**src/rtl/i2s_tx_ctrl_if.sv**
```systemverilog
// Stereo-pair handshake between a sample source (master) and the I2S transmitter (slave).
interface i2s_tx_ctrl_if #(
    parameter int DATA_WIDTH = 24
);
    logic [DATA_WIDTH-1:0] left_data_in;
    logic [DATA_WIDTH-1:0] right_data_in;
    logic                  data_valid_in;
    logic                  data_ready_out;

    modport master (
        output left_data_in,
        output right_data_in,
        output data_valid_in,
        input  data_ready_out
    );

    modport slave (
        input  left_data_in,
        input  right_data_in,
        input  data_valid_in,
        output data_ready_out
    );
endinterface

```
**src/rtl/i2s_tx_ctrl.sv**
```systemverilog
// I2S transmit serializer: one-pair holding register, LEFT/RIGHT slot sequencing from the
// external lrck/sclk divider, MSB-first output with the standard one-bit delay.
module i2s_tx_ctrl #(
    parameter int DATA_WIDTH = 24
) (
    input  logic         mclk_in,
    input  logic         rst_n_in,
    input  logic         lrck_in,
    input  logic         sclk_in,
    i2s_tx_ctrl_if.slave pair_if,
    output logic         sdata_out,
    output logic         underrun_out
);

    localparam int CW = $clog2(DATA_WIDTH + 1);
    localparam logic [CW-1:0] CNT_MAX = CW'(DATA_WIDTH);

    typedef enum logic [1:0] {
        SYNC  = 2'd0,
        LEFT  = 2'd1,
        RIGHT = 2'd2
    } state_t;

    state_t                state_q, state_d;
    logic                  sclk_dly_q, lrck_dly_q;
    logic                  sclk_fall, lrck_fall, lrck_rise;
    logic                  hold_full_q, hold_full_d;
    logic                  ready_q;
    logic [DATA_WIDTH-1:0] hold_left_q, hold_left_d;
    logic [DATA_WIDTH-1:0] hold_right_q, hold_right_d;
    logic [DATA_WIDTH-1:0] shift_q, shift_d;
    logic [DATA_WIDTH-1:0] rword_q, rword_d;
    logic [CW-1:0]         cnt_q, cnt_d;
    logic                  restart_q, restart_d;
    logic                  sdata_q, sdata_d;
    logic                  underrun_q, underrun_d;
    logic                  accept;
    logic                  start_left, start_right;

    assign sclk_fall = sclk_dly_q & ~sclk_in;
    assign lrck_fall = lrck_dly_q & ~lrck_in;
    assign lrck_rise = ~lrck_dly_q & lrck_in;

    // ready mirrors ~hold_full, so an accept can never land on a load cycle
    assign accept = pair_if.data_valid_in & ready_q;

    assign pair_if.data_ready_out = ready_q;
    assign sdata_out              = sdata_q;
    assign underrun_out           = underrun_q;

    always_ff @(posedge mclk_in or negedge rst_n_in) begin
        if (!rst_n_in) begin
            state_q      <= SYNC;
            sclk_dly_q   <= 1'b0;
            lrck_dly_q   <= 1'b0;
            hold_full_q  <= 1'b0;
            ready_q      <= 1'b1;
            hold_left_q  <= '0;
            hold_right_q <= '0;
            shift_q      <= '0;
            rword_q      <= '0;
            cnt_q        <= '0;
            restart_q    <= 1'b0;
            sdata_q      <= 1'b0;
            underrun_q   <= 1'b0;
        end else begin
            state_q      <= state_d;
            sclk_dly_q   <= sclk_in;
            lrck_dly_q   <= lrck_in;
            hold_full_q  <= hold_full_d;
            ready_q      <= ~hold_full_d;
            hold_left_q  <= hold_left_d;
            hold_right_q <= hold_right_d;
            shift_q      <= shift_d;
            rword_q      <= rword_d;
            cnt_q        <= cnt_d;
            restart_q    <= restart_d;
            sdata_q      <= sdata_d;
            underrun_q   <= underrun_d;
        end
    end

    always_comb begin
        state_d      = state_q;
        hold_full_d  = hold_full_q;
        hold_left_d  = hold_left_q;
        hold_right_d = hold_right_q;
        shift_d      = shift_q;
        rword_d      = rword_q;
        cnt_d        = cnt_q;
        restart_d    = restart_q;
        sdata_d      = sdata_q;
        underrun_d   = 1'b0;
        start_left   = 1'b0;
        start_right  = 1'b0;

        case (state_q)
            SYNC:    start_left  = lrck_fall;
            LEFT:    start_right = lrck_rise;
            RIGHT:   start_left  = lrck_fall;
            default: state_d     = SYNC;
        endcase

        if (accept) begin
            hold_full_d  = 1'b1;
            hold_left_d  = pair_if.left_data_in;
            hold_right_d = pair_if.right_data_in;
        end

        if (start_left) begin
            state_d = LEFT;
            if (hold_full_q) begin
                shift_d     = hold_left_q;
                rword_d     = hold_right_q;
                hold_full_d = 1'b0;
            end else begin
                shift_d    = '0;
                rword_d    = '0;
                underrun_d = 1'b1;
            end
        end

        if (start_right) begin
            state_d = RIGHT;
            shift_d = rword_q;
        end

        // An lrck edge without a coincident sclk fall defers the counter clear (and the
        // one-bit-delay hold of sdata) to the next sclk fall via restart_q.
        if (start_left || start_right) begin
            if (sclk_fall) begin
                cnt_d     = '0;
                restart_d = 1'b0;
            end else begin
                restart_d = 1'b1;
            end
        end else if (sclk_fall && (state_q != SYNC)) begin
            if (restart_q) begin
                cnt_d     = '0;
                restart_d = 1'b0;
            end else if (cnt_q < CNT_MAX) begin
                sdata_d = shift_q[DATA_WIDTH-1];
                shift_d = {shift_q[DATA_WIDTH-2:0], 1'b0};
                cnt_d   = cnt_q + 1'b1;
            end else begin
                sdata_d = 1'b0;
            end
        end
    end

endmodule

```
**src/flat_wrapper.sv**
```systemverilog
// flat-port wrapper written by rule: the top's interface ports become plain ports
module i2s_tx_ctrl_flat 
#(
    parameter int DATA_WIDTH = 24
)
  (mclk_in, rst_n_in, lrck_in, sclk_in, sdata_out, underrun_out, pair_if_left_data_in, pair_if_right_data_in, pair_if_data_valid_in, pair_if_data_ready_out);
  i2s_tx_ctrl_if #(.DATA_WIDTH(DATA_WIDTH)) pair_if_i ();
  input  logic mclk_in;
  input  logic rst_n_in;
  input  logic lrck_in;
  input  logic sclk_in;
  output logic sdata_out;
  output logic underrun_out;
  input wire logic [$bits(pair_if_i.left_data_in)-1:0] pair_if_left_data_in;
  input wire logic [$bits(pair_if_i.right_data_in)-1:0] pair_if_right_data_in;
  input wire logic [$bits(pair_if_i.data_valid_in)-1:0] pair_if_data_valid_in;
  output wire logic [$bits(pair_if_i.data_ready_out)-1:0] pair_if_data_ready_out;
  assign pair_if_i.left_data_in = pair_if_left_data_in;
  assign pair_if_i.right_data_in = pair_if_right_data_in;
  assign pair_if_i.data_valid_in = pair_if_data_valid_in;
  assign pair_if_data_ready_out = pair_if_i.data_ready_out;
  i2s_tx_ctrl #(.DATA_WIDTH(DATA_WIDTH)) u_core (.mclk_in(mclk_in), .rst_n_in(rst_n_in), .lrck_in(lrck_in), .sclk_in(sclk_in), .pair_if(pair_if_i), .sdata_out(sdata_out), .underrun_out(underrun_out));
endmodule
```
**config.mk**
```make
export PLATFORM = sky130hd
export DESIGN_NAME = i2s_tx_ctrl_flat
export DESIGN_NICKNAME = d
export VERILOG_FILES = /design/src/rtl/i2s_tx_ctrl_if.sv /design/src/rtl/i2s_tx_ctrl.sv /design/src/flat_wrapper.sv
export SDC_FILE = /design/constraint.sdc
export NUM_CORES = 1
export LEC_CHECK = 0
export CORE_ASPECT_RATIO = 0.9
export CORE_UTILIZATION = 40
export CTS_CLUSTER_DIAMETER = 30
export CTS_CLUSTER_SIZE = 20
export DETAILED_ROUTE_END_ITERATION = 7
export PLACE_DENSITY = 0.63
export SYNTH_ARGS = -nofsm -noshare
export SYNTH_HDL_FRONTEND = slang
export SYNTH_SLANG_ARGS = --single-unit
```
**constraint.sdc**
```tcl
create_clock -name mclk_in -period 3.5 [get_ports mclk_in]
set_input_delay 0.7 -clock mclk_in [delete_from_list [all_inputs] [get_ports mclk_in]]
set_output_delay 0.7 -clock mclk_in [all_outputs]
set_load 0.01 [all_outputs]
```
==> impl_metrics.yaml <==
floorplan:
  core_area_sq_um: 11400
  start_util: 0.411
  die_area_sq_um: 12200
  ios: 56
  die_x_um: 116
  num_rows: 37
  die_h_um: 105
timing:
  setup_viol: 0
  drv_slew: 0
  fin_crit_sh: 0.703
  fin_setup_tns_ns: 0
  worst_pin_slew_ns: 0.876
  hold_viol: 0
  rsz0062_at_grt: "false"
  max_clock_freq_mhz: 406
  worst_slew_margin_rel: 0.416
  layout_min_cycle_time_ns: 2.46
  fin_skew_ns: 0.00767
grt:
  grt_remaining_overflow: 0
  grt_max_degree: 72
  grt_pass1_wl_mm: 15.7
  antenna_found_initial: 0
  grt_pass1_vias: 3100
  track_usage: 0.167
critical_path:
  critPathArrivalTime_ns: 2.69
  reg2reg_depth: 5
  crit_type: "input port to flip-flop"
  timing.rr.end: "u_core.shift_q[5]$_DFF_PN0_"
  reg2reg_from: "u_core.state_q[0]$_DFFE_PN0P_"
  crit_chain: "clkdlybuf4s50_1 -> or3b_1 -> and3b_1 -> nand3_4 -> mux2_2"
  critical_path.endpoint_type: "flip-flop"
  cp_slowest_stage_delay_ns: 0.54
  critPathRequiredTime_ns: 3.72
  cp_max_fo: 26
  start_kind: "input port"
  worst-path-buf-inv: 1
  r2r_slack_ns: 1.34
  slowest_stage: "clkdlybuf4s50_1"
  cp_top_family: "simple AND/OR/NAND/NOR gates"
job:
  drv_cap: 0
placement:
  gp_congestion: 0.728
  post-dp-hpwl_mm: 5.80
  io_buffers: 55
layout:
  syn2layout_area_growth_pct: 21.0
  mostFrequentLayoutCells: "dfrtp_1 (109), mux2_2 (54), clkdlybuf4s50_1 (54)"
  nNetsFinal: 476
  diodes: 0
  final_common_cell: "dfrtp_1"
  layout-drive-gt1-share: 0.197
  final_util: 0.497
route:
  vias_per_cell: 5.31
  dr.pass1.iters: 6
  wl_met1_mm: 4.50
  drt-initial-drc-count: 191
  routed-wl-met2_mm: 4.29
  ant_nets: 0
  drc: 0
  wl_met3_um: 398
  top_layer: "met4"
  vias: 3095
  totalWireLength_mm: 9.26
  wire_per_inst_um: 15.9
synth:
  yosysSeqAreaShare: 0.586
  yosysTopAreaCellShare: 0.581
  ys_warn_count: 0
  syn_nets: 429
  synth.area.top_cells: "dfrtp_1 (58%), mux2_2 (13%), a22o_1 (4.5%), mux2_1 (4.1%), o22ai_1 (3.3%)"
  synth_area_per_cell_sq_um: 12.5
  syn_inst: 375
  synth_area_sq_um: 4700
  ys_ff_latch: 110
  synth_cell_types: 35
  synth_top_cell_by_area: "dfrtp_1"
clock_tree:
  ctsHoldBuffers: 0
  cts.sinks: 110
  cts_made_buffers: 9
  cts_resized: 0
  tritoncts: "yes"
  path_clk_slew_ns: 0.07
  cts_setup_buffers: 0
  htree_levels: 3
  clock_latency_ns: 0.34
  cts-root-buf: "clkbuf_16"
  clk_path_buf_depth: 2
pwr:
  vdd_drop_max_uv: 392
  powerDensity_nw_per_um2: 779
  p_leak_uw: 0.00241
hold_path:
  hold_class: "input port to asynchronous set/reset pin"
run_status:
  run_status: "completed"
area by class of cell:
type	count	area (sq um)
tap	156	195
fill	1037	5750
sequential	110	2750
clock inverter	4	48.8
clock buffer	12	246
timing repair buffer	64	628
multi-input combinational	234	1800
inverter	3	11.3
through the flow:
step	area (sq um)	hold slack [ns]	worst slack (ns)	power (uW)	std cells
final	5680	0.486	1.04	4420	583
after global placement	5390	0.478	0.745	3380	567
after floorplan	4700	0.404	1.29	3070	375
after global routing	5680	0.512	0.970	4730	583
after CTS	5680	0.500	1.05	4470	583
after detailed placement	5390	0.483	0.682	3440	567
routing by layer:
metal / vias to the layer above / GRT usage
met3: 5 / 0.0406
met1: 1565 / 0.239
met4: 0 / 0.0531
met5: - / 0
li1: 1459 / -
met2: 66 / 0.247
report_power, final:
part           leakage [uW]  internal, uW  total (uW)  switching (uW)
Sequential          0.00136          1850        2230             376
Combinational      0.000901           697        1180             485
Clock              0.000147           574        1010             440
sequential cells by signal, indices dropped and copies added (netlist names):
signal / count
u_core.state_q: 2
u_core.restart_q: 1
u_core.rword_q: 24
u_core.hold_full_q: 1
u_core.shift_q: 24
u_core.underrun_out: 1
u_core.sclk_dly_q: 1
u_core.hold_left_q: 24
u_core.sdata_out: 1
u_core.pair_if.data_ready_out: 1
u_core.cnt_q: 5
u_core.lrck_dly_q: 1
u_core.hold_right_q: 24
Yosys cell counts (all sizes together):
library cell	number
clkbuf	15
nor3b	1
mux2	71
dfrtp	109
nand3b	2
buf	13
a41oi	2
a22o	24
o21ai	26
o21a	1
mux2i	1
o22ai	25
nand4	1
nand4bb	1
nor4bb	1
and2	2
or3b	1
a21boi	1
nand2b	5
inv	3
nand2	27
nor2b	1
nor2	5
nand3	4
dfstp	1
or2	1
ha	1
a41o	1
and3b	1
a21oi	28
cells by family (layout without fill, tap and decap cells):
group	Yosys count	count (layout)	synth area share
compound gates	108	108	0.145
fa+ha+maj	1	1	0.00266
simple gates	53	53	0.0599
flops	110	110	0.586
mux	72	72	0.172
buf+inv	31	83	0.0344
worst register-to-register path, delay by kind of cell (launching register included):
| kind | cells | cell delay [ns] |
|---|---|---|
| buffers and inverters | 1 | 0.23 |
| muxes | 1 | 0.39 |
| DFF | 1 | 0.36 |
| and+or+nand+nor | 3 | 1.06 |
worst max-delay path by stage:
stage / from / end / slack, ns / depth (start not counted)
6_report: lrck_in / u_core.shift_q[5]$_DFF_PN0_ / 1.04 / 5
5_1_grt: lrck_in / u_core.shift_q[5]$_DFF_PN0_ / 0.97 / 5
4_1_cts: lrck_in / u_core.shift_q[5]$_DFF_PN0_ / 1.05 / 5
3_5_place_dp: lrck_in / u_core.shift_q[3]$_DFF_PN0_ / 0.68 / 5
3_3_place_gp: lrck_in / u_core.shift_q[4]$_DFF_PN0_ / 0.74 / 5
2_1_floorplan: lrck_in / u_core.shift_q[16]$_DFF_PN0_ / 1.29 / 7
(Power assumes the default switching activity.)
